===== src/rtl/fp_pkg.sv =====
// Shared floating-point types, formats and constants for the FPU operation scheduler.
// Format-dependent constants are returned 64 bits wide; callers size-cast to FP_WIDTH.
package fp_pkg;

   typedef enum logic [1:0] {FP32 = 2'd0, FP64 = 2'd1, FP16 = 2'd2, BF16 = 2'd3} fp_format_e;

   typedef enum logic [2:0] {RNE = 3'd0, RTZ = 3'd1, RDN = 3'd2, RUP = 3'd3, RMM = 3'd4} roundmode_e;

   typedef struct packed {
      logic nv;
      logic dz;
      logic of;
      logic uf;
      logic nx;
   } status_t;

   typedef enum logic [2:0] {
      OP_ADD = 3'd0,
      OP_SUB = 3'd1,
      OP_MUL = 3'd2,
      OP_FMA = 3'd3,
      OP_DIV = 3'd4
   } fp_op_e;

   typedef enum logic [1:0] {IDLE, FMA_EXEC, DIV_START, DIV_WAIT} sched_state_e;

   function automatic int unsigned fp_width(input fp_format_e fmt);
      case (fmt)
         FP64:    return 64;
         FP16:    return 16;
         BF16:    return 16;
         default: return 32;
      endcase
   endfunction

   function automatic logic [63:0] fp_one(input fp_format_e fmt);
      case (fmt)
         FP64:    return 64'h3FF0_0000_0000_0000;
         FP16:    return 64'h3C00;
         BF16:    return 64'h3F80;
         default: return 64'h3F80_0000;
      endcase
   endfunction

   function automatic logic [63:0] canonical_nan(input fp_format_e fmt);
      case (fmt)
         FP64:    return 64'h7FF8_0000_0000_0000;
         FP16:    return 64'h7E00;
         BF16:    return 64'h7FC0;
         default: return 64'h7FC0_0000;
      endcase
   endfunction

endpackage


===== src/rtl/fp_op_sched.sv =====
// Single-issue scheduler mapping FP ops onto a shared FMA datapath or an iterative divider,
// with a one-entry response register and valid/ready handshakes on both sides.
module fp_op_sched
   import fp_pkg::*;
#(
   parameter fp_format_e  FP_FORMAT = FP32,
   parameter int unsigned TAG_WIDTH = 4,
   localparam int unsigned FP_WIDTH = fp_width(FP_FORMAT)
) (
   input  logic                 clk_i,
   input  logic                 reset_i,
   input  logic                 req_valid_i,
   output logic                 req_ready_o,
   input  fp_op_e               req_op_i,
   input  logic [FP_WIDTH-1:0]  req_a_i,
   input  logic [FP_WIDTH-1:0]  req_b_i,
   input  logic [FP_WIDTH-1:0]  req_c_i,
   input  roundmode_e           req_rnd_i,
   input  logic [TAG_WIDTH-1:0] req_tag_i,
   output logic [FP_WIDTH-1:0]  fma_a_o,
   output logic [FP_WIDTH-1:0]  fma_b_o,
   output logic [FP_WIDTH-1:0]  fma_c_o,
   output logic                 fma_sub_o,
   output roundmode_e           fma_rnd_o,
   input  logic [FP_WIDTH-1:0]  fma_result_i,
   input  status_t              fma_flags_i,
   output logic                 div_start_o,
   output logic [FP_WIDTH-1:0]  div_a_o,
   output logic [FP_WIDTH-1:0]  div_b_o,
   output roundmode_e           div_rnd_o,
   input  logic                 div_done_i,
   input  logic [FP_WIDTH-1:0]  div_result_i,
   input  status_t              div_flags_i,
   output logic                 rsp_valid_o,
   input  logic                 rsp_ready_i,
   output logic [FP_WIDTH-1:0]  rsp_result_o,
   output status_t              rsp_flags_o,
   output logic [TAG_WIDTH-1:0] rsp_tag_o
);

   localparam logic [FP_WIDTH-1:0] FP_ONE = FP_WIDTH'(fp_one(FP_FORMAT));
   localparam logic [FP_WIDTH-1:0] FP_NAN = FP_WIDTH'(canonical_nan(FP_FORMAT));
   localparam status_t NV_ONLY = '{nv: 1'b1, default: 1'b0};

   sched_state_e         state_reg, state_next;
   fp_op_e               op_reg;
   logic [FP_WIDTH-1:0]  a_reg, b_reg, c_reg;
   roundmode_e           rnd_reg;
   logic [TAG_WIDTH-1:0] tag_reg;
   logic                 rsp_valid_reg;
   logic [FP_WIDTH-1:0]  rsp_result_reg, rsp_result_next;
   status_t              rsp_flags_reg, rsp_flags_next;
   logic [TAG_WIDTH-1:0] rsp_tag_reg;
   logic                 accept, rsp_load;

   // Gated by reset so no request can be taken while the block is held in reset.
   assign req_ready_o = reset_i && (state_reg == IDLE) && (!rsp_valid_reg || rsp_ready_i);
   assign accept      = req_valid_i && req_ready_o;

   always_ff @(posedge clk_i or negedge reset_i) begin
      if (!reset_i) state_reg <= IDLE;
      else          state_reg <= state_next;
   end

   always_comb begin
      state_next      = state_reg;
      rsp_load        = 1'b0;
      rsp_result_next = div_result_i;
      rsp_flags_next  = div_flags_i;
      fma_a_o         = '0;
      fma_b_o         = '0;
      fma_c_o         = '0;
      fma_sub_o       = 1'b0;
      fma_rnd_o       = RNE;
      div_start_o     = 1'b0;
      div_a_o         = '0;
      div_b_o         = '0;
      div_rnd_o       = RNE;
      case (state_reg)
         IDLE: begin
            if (accept) state_next = (req_op_i == OP_DIV) ? DIV_START : FMA_EXEC;
         end
         FMA_EXEC: begin
            rsp_load        = 1'b1;
            rsp_result_next = fma_result_i;
            rsp_flags_next  = fma_flags_i;
            state_next      = IDLE;
            fma_rnd_o       = rnd_reg;
            case (op_reg)
               OP_ADD: begin fma_a_o = a_reg; fma_b_o = FP_ONE; fma_c_o = b_reg; end
               OP_SUB: begin fma_a_o = a_reg; fma_b_o = FP_ONE; fma_c_o = b_reg; fma_sub_o = 1'b1; end
               // a*b - (+0) keeps the sign of an exact-zero product except when rounding down
               OP_MUL: begin fma_a_o = a_reg; fma_b_o = b_reg; fma_sub_o = (rnd_reg != RDN); end
               OP_FMA: begin fma_a_o = a_reg; fma_b_o = b_reg; fma_c_o = c_reg; end
               default: begin
                  fma_rnd_o       = RNE;
                  rsp_result_next = FP_NAN;
                  rsp_flags_next  = NV_ONLY;
               end
            endcase
         end
         DIV_START: begin
            div_start_o = 1'b1;
            div_a_o     = a_reg;
            div_b_o     = b_reg;
            div_rnd_o   = rnd_reg;
            state_next  = DIV_WAIT;
         end
         DIV_WAIT: begin
            div_a_o   = a_reg;
            div_b_o   = b_reg;
            div_rnd_o = rnd_reg;
            if (div_done_i) begin
               rsp_load   = 1'b1;
               state_next = IDLE;
            end
         end
         default: state_next = IDLE;
      endcase
   end

   always_ff @(posedge clk_i or negedge reset_i) begin
      if (!reset_i) begin
         op_reg         <= OP_ADD;
         a_reg          <= '0;
         b_reg          <= '0;
         c_reg          <= '0;
         rnd_reg        <= RNE;
         tag_reg        <= '0;
         rsp_valid_reg  <= 1'b0;
         rsp_result_reg <= '0;
         rsp_flags_reg  <= '0;
         rsp_tag_reg    <= '0;
      end else begin
         if (accept) begin
            op_reg  <= req_op_i;
            a_reg   <= req_a_i;
            b_reg   <= req_b_i;
            c_reg   <= req_c_i;
            rnd_reg <= req_rnd_i;
            tag_reg <= req_tag_i;
         end
         if (rsp_load) begin
            rsp_valid_reg  <= 1'b1;
            rsp_result_reg <= rsp_result_next;
            rsp_flags_reg  <= rsp_flags_next;
            rsp_tag_reg    <= tag_reg;
         end else if (rsp_ready_i) begin
            rsp_valid_reg <= 1'b0;
         end
      end
   end

   assign rsp_valid_o  = rsp_valid_reg;
   assign rsp_result_o = rsp_result_reg;
   assign rsp_flags_o  = rsp_flags_reg;
   assign rsp_tag_o    = rsp_tag_reg;

endmodule


===== config.mk =====
export PLATFORM = sky130hd
export DESIGN_NAME = fp_op_sched
export DESIGN_NICKNAME = d
export VERILOG_FILES = /design/src/rtl/fp_pkg.sv /design/src/rtl/fp_op_sched.sv
export SDC_FILE = /design/constraint.sdc
export NUM_CORES = 1
export LEC_CHECK = 0
export BUFFER_PORTS_ARGS = -buffer_cell sky130_fd_sc_hd__clkbuf_2
export CORE_AREA = 5 5 150 152
export CTS_BUF_LIST = sky130_fd_sc_hd__clkbuf_16
export DETAILED_ROUTE_END_ITERATION = 8
export DIE_AREA = 0 0 155 157
export PLACE_DENSITY_LB_ADDON = 0.15
export SYNTH_ARGS = -nofsm -noshare
export SYNTH_HDL_FRONTEND = slang
export SYNTH_SLANG_ARGS = --single-unit

===== constraint.sdc =====
create_clock -name clk_i -period 2.3 [get_ports clk_i]
set_clock_uncertainty 0.05 [all_clocks]
set_input_delay 0.46 -clock clk_i [delete_from_list [all_inputs] [get_ports clk_i]]
set_output_delay 0.46 -clock clk_i [all_outputs]
set_load 0.01 [all_outputs]

==> flow_summary.ini, run 1 <==
[cells_and_area]
syn_to_final_growth_pct = 47.03
seq_area_mm2 = 0.003759
diodes = 0
final_layout_size_suffix_gt1_frac = 0.6215
nFillCells = 1953
nets = 1205
finalNonFillerCells = 1308
multi_input_area_mm2 = 0.003443

[synth]
ys_async_sr_fraction = 1.000
synth_top_area_share = 0.5113
yosys-top-cells-area = dfrtp_1 51%, mux2_2 21%, and2_1 10%, a22oi_1 3.3%, a22o_1 3.2%
ys_seq_area_frac = 0.5113
netlist_area_mm2 = 0.007341
synthDistinctLibCells = 31
postSynthCellCount = 620
synth_ff_type = dfrtp_1
synth_top_area_cell = dfrtp_1
syn-num-nets = 805
ys_ff_latch = 150
avgSynthCellArea_um2 = 11.84
synth_edf_count = 0
yosys_warnings = 0

[timing]
slew_viol_final = 0
grt_setup_unrepaired = yes
max_freq_ghz = 0.4381
worst_pin_slew_ns = 0.8219
finalHoldViolations = 0
setup_viol = 0
slew_headroom = 0.4521
finalCriticalPeriod_ns = 2.282
fin_crit_sh = 0.9924
fin_hold_ws_ns = 0.1485

[grt]
grt_max_degree = 151
grt_pass1_wl_mm = 37.61
antenna_found_initial = 0
grtUsageTotal = 0.2007
grt_pass1_vias = 6328
grt_overflow = 0

[worst_setup_path]
cp.required_ns = 1.79
critPathTopFamily = buffers and inverters
path_buf_inv = 4
crit_chain = buf_4 -> nor3b_4 -> buf_6 -> clkbuf_16 -> and2_1 -> buf_2
critical_path_class = reg2out
endpoint_kind = output port
crit_slowest_cell = dfrtp_2
cp_slowest_stage_delay_ns = 0.42
arrival_ns = 1.77
cp_max_fo = 6
worstSetupStartpointType = register

[route]
dr_wl_met2_mm = 13.31
num_vias = 6243
dr.pass1.iters = 4
routed_via_density = 4.773
drt_wl_total_mm = 26.11
final_antenna_net_count = 0
drt-initial-drc-count = 223
wl_met1_mm = 10.34
wl_per_cell_um = 19.96
route.top_layer_used = met4
wl_met3_mm = 2.139
drc_errors = 0

[floorplanning]
ioPinCount = 396
die_w_um = 155
dieArea_mm2 = 0.02434
start_util = 0.3514
die_h_um = 157
core_area_mm2 = 0.02089
rows = 53

[status]
status = complete, no violations

[power]
ir_drop_v = 0.0006454
p_per_area_mw_per_mm2 = 1310
p_leak_nw = 5.611

[clock_network]
root_buffer = clkbuf_16
htreeDepth = 4
cts_buffers = 17
cts_tree = yes
clk-insertion-delay-late_ns = 0.41
clkTransAtPathRegs_ns = 0.06
holdBufCountCts = 0
clk_path_buf_depth = 2
clock-sinks = 150

[min_path]
holdCritPathClass = in2async

[placement]
io_buffer_count = 395
place_congestion = 0.8127
dp_hpwl_mm = 18.35
place_inst = 1259

[run]
max-cap-violations = 0
## kinds of logic after synthesis
logic type             Yosys count  synth area share
DFF                            150            0.5113
AOI/OAI and AO/OA               81           0.08471
buffers and inverters           66           0.04176
muxes                          147            0.2238
and+or+nand+nor                176            0.1384
## Yosys cell counts (all sizes together), types with 2 or more instances
library cell	number
a22oi	32
nor3b	2
nand2b	3
o22ai	10
inv	18
nand2	2
clkbuf	26
buf	22
mux2i	10
and2	120
a22o	27
dfrtp	150
a21oi	8
nor2	44
mux2	137
## worst paths after layout
| check | start | slack, ns | to | depth (start not counted) |
|---|---|---|---|---|
| setup / recovery | op_reg[2] | 0.02 | fma_b_o[3] | 6 |
| hold / removal | reset_i | 0.15 | rsp_result_o[29] | 2 |
| setup reg to reg | state_reg[1] | 0.44 | b_reg[20] | 5 |
| hold reg to reg | rsp_result_o[10] | 0.46 | rsp_result_o[10] | 1 |
| max in group asynchronous | reset_i | 1.44 | state_reg[1] | 2 |
| min in group clk_i | req_b_i[14] | 0.20 | b_reg[14] | 2 |
## what timing repair did
action,CTS,global route
cloned,3,5
resized for setup,13,122
buffers inserted,5,5
endpoints found under the setup margin,100,98
pin swaps,1,1
## routing by layer
metal,vias up,track usage
met2,236,0.3506
met3,19,0.06764
met1,3050,0.2414
li1,2938,-
met4,0,0.04458
met5,-,0
## worst reg2reg max path, cell delays in order, from the launching register on
cell	delay (ns)
dfrtp_2	0.41
buf_6	0.14
nor2_1	0.19
nand4_4	0.29
buf_12	0.29
mux2_1	0.38
## power breakdown
part	switching (mW)	total, mW	internal (mW)
Combinational	3.04	6.21	3.17
Sequential	0.993	4.99	4.00
Clock	1.19	2.93	1.74
## cell usage in the layout (no fill, tap or decap), drive strengths merged, types with 5 or more instances in the layout
master | synthesis | final
a21oi | 8 | 8
a22o | 27 | 27
a22oi | 32 | 32
and2 | 120 | 120
buf | 22 | 98
clkbuf | 26 | 347
clkinv | 0 | 5
dfrtp | 150 | 150
inv | 18 | 25
mux2 | 137 | 137
mux2i | 10 | 10
nor2 | 44 | 44
o22ai | 10 | 10
## area by class of cell
class                      count  share of cell area
sequential                   150              0.3482
tap                          275             0.03188
inverter                      18            0.006260
clock buffer                  17             0.03942
timing repair buffer         429              0.2374
multi-input combinational    404              0.3190
clock inverter                15             0.01774
## through the flow
stage	setup TNS, ns	power [mW]	worst slack, ns	util	instance area, um^2
2_1_floorplan	0	8.215	0.3284	-	7341
3_3_place_gp	0	10.54	0.3268	0.4621	9653
3_5_place_dp	0	10.62	0.2926	0.4621	9653
4_1_cts	0	13.83	0.001833	0.4992	10430
5_1_grt	-2.875	15.06	-0.07192	0.5167	10790
6_report	0	14.14	0.01759	0.5167	10790
Note: power is estimated with default switching activity, not from simulation.
==> run 2: changes to the inputs <==
- REMOVE_ABC_BUFFERS: not set -> 1
- clock period: 2.3 -> 2.52 ns (I/O delays scaled with it)
==> flow_summary.ini, run 2 (synthesized netlist as in run 1, its figures left out) <==
[timing]
max_freq_ghz = 0.4163
finalWorstSetupSlack_ns = 0.1177
fin_crit_sh = 0.9533
fin_hold_ws_ns = 0.09346
finalHoldViolations = 0
final.setup.tns_ns = 0
finalCriticalPeriod_ns = 2.402
grt_setup_unrepaired = no
worst_pin_slew_ns = 0.7423
slew_headroom = 0.5051
slew_viol_final = 0
setup_viol = 0

[placement]
io_buffer_count = 395
pre_cts_ws_ns = 0.4726
dp_hpwl_mm = 17.69
place_congestion = 0.8020

[grt]
grt_pass1_wl_mm = 35.62
grt_overflow = 0
grtUsageTotal = 0.1876
grt_pass1_vias = 6101
grt_max_degree = 94
antenna_found_initial = 0

[clock_network]
clock-sinks = 150
root_buffer = clkbuf_16
clkTransAtPathRegs_ns = 0.06
cts_tree = yes
post-cts-setup-buffers = 0
clk-insertion-delay-late_ns = 0.41
clk_path_buf_depth = 2
htreeDepth = 4
cts_buffers = 17

[floorplanning]
rows = 53
die_w_um = 155
die_h_um = 157
start_util = 0.3514
dieArea_mm2 = 0.02434
ioPinCount = 396
core_area_mm2 = 0.02089

[worst_setup_path]
crit_chain = nand2b_1 -> nor3b_2 -> buf_6 -> and2_1 -> clkbuf_2
endpoint_kind = output port
path_buf_inv = 2
critPathTopFamily = simple AND/OR/NAND/NOR gates
cp.required_ns = 1.97
critical_path_class = reg2out
worstSetupStartpointType = register
crit_slowest_cell = dfrtp_2
arrival_ns = 1.85
cp_slowest_stage_delay_ns = 0.47
cp_max_fo = 22

[power]
swShare = 0.3737
clockPowerShare = 0.200
p_int_mw = 7.367
power.switching_mw = 4.395
sequentialPowerShare = 0.386
ir_drop_v = 0.0004226
power_mw = 11.76
p_per_area_mw_per_mm2 = 1156
p_leak_nw = 5.327
pwr-share-comb = 0.413

[route]
num_vias = 6062
wl_per_cell_um = 18.11
dr.pass1.iters = 5
drt-initial-drc-count = 310
final_antenna_net_count = 0
routed_via_density = 4.699
drc_errors = 0
drt_wl_total_mm = 23.36

[cells_and_area]
final_common_cell = clkbuf_2
final_cell_mix = 394 x clkbuf_2, 148 x dfrtp_1, 134 x mux2_2
syn_to_final_growth_pct = 38.57
nets = 1186
final_layout_size_suffix_gt1_frac = 0.5759

[run]
max-cap-violations = 0

[status]
status = complete, no violations

[min_path]
holdCritPathClass = in2async
==> run 2: worst paths after layout <==
check | startpoint | end | slack [ns] | cells past startpoint
worst max register to register | state_reg[1] | rsp_result_o[7] | 0.65 | 4
min in group clk_i | req_b_i[18] | b_reg[18] | 0.24 | 2
worst min-delay path | reset_i | rsp_valid_o | 0.09 | 2
worst max-delay path | state_reg[1] | fma_b_o[20] | 0.12 | 5
worst min register to register | rsp_result_o[6] | rsp_result_o[6] | 0.45 | 1
max in group asynchronous | reset_i | op_reg[1] | 1.68 | 2
==> run 2: stage by stage <==
step                instance area (um^2)  cells    util
floorplan                           7102    572       -
detailed placement                  9617   1257  0.4604
finish                             10170   1290  0.4870
global route                       10170   1289  0.4869
global placement                    9617   1257  0.4604
CTS                                10160   1289  0.4865
==> run 2: final cells by class <==
type | count | area [um^2]
timing repair buffer | 410 | 2162
clock inverter | 15 | 120.1
tap | 275 | 344.1
multi-input combinational | 404 | 3294
clock buffer | 17 | 425.4
fill | 2007 | 10720
inverter | 18 | 67.56
antenna | 1 | 2.502
sequential | 150 | 3756
==> run 2: what timing repair did <==
| item | CTS | global route |
|---|---|---|
| hold buffers | 0 | 0 |
| gates resized for setup | 0 | 4 |
| setup endpoints to repair | 0 | 61 |
==> run 2: power by group through the flow <==
| stage | sequential (mW) | combinational (mW) | clock [mW] |
|---|---|---|---|
| global placement | 4.57 | 4.90 | 0 |
| finish | 4.55 | 4.86 | 2.36 |
| detailed placement | 4.61 | 4.94 | 0 |
| global route | 4.74 | 5.34 | 2.55 |
| CTS | 4.57 | 4.96 | 2.43 |
| floorplan | 4.49 | 2.90 | 0 |
==> run 2: layer usage <==
metal	vias up	track usage	part of all wire
li1	2905	-	-
met1	2873	0.2252	0.40
met2	262	0.3212	0.50
met3	22	0.06709	0.091
met4	0	0.04962	0.016
met5	-	0	0
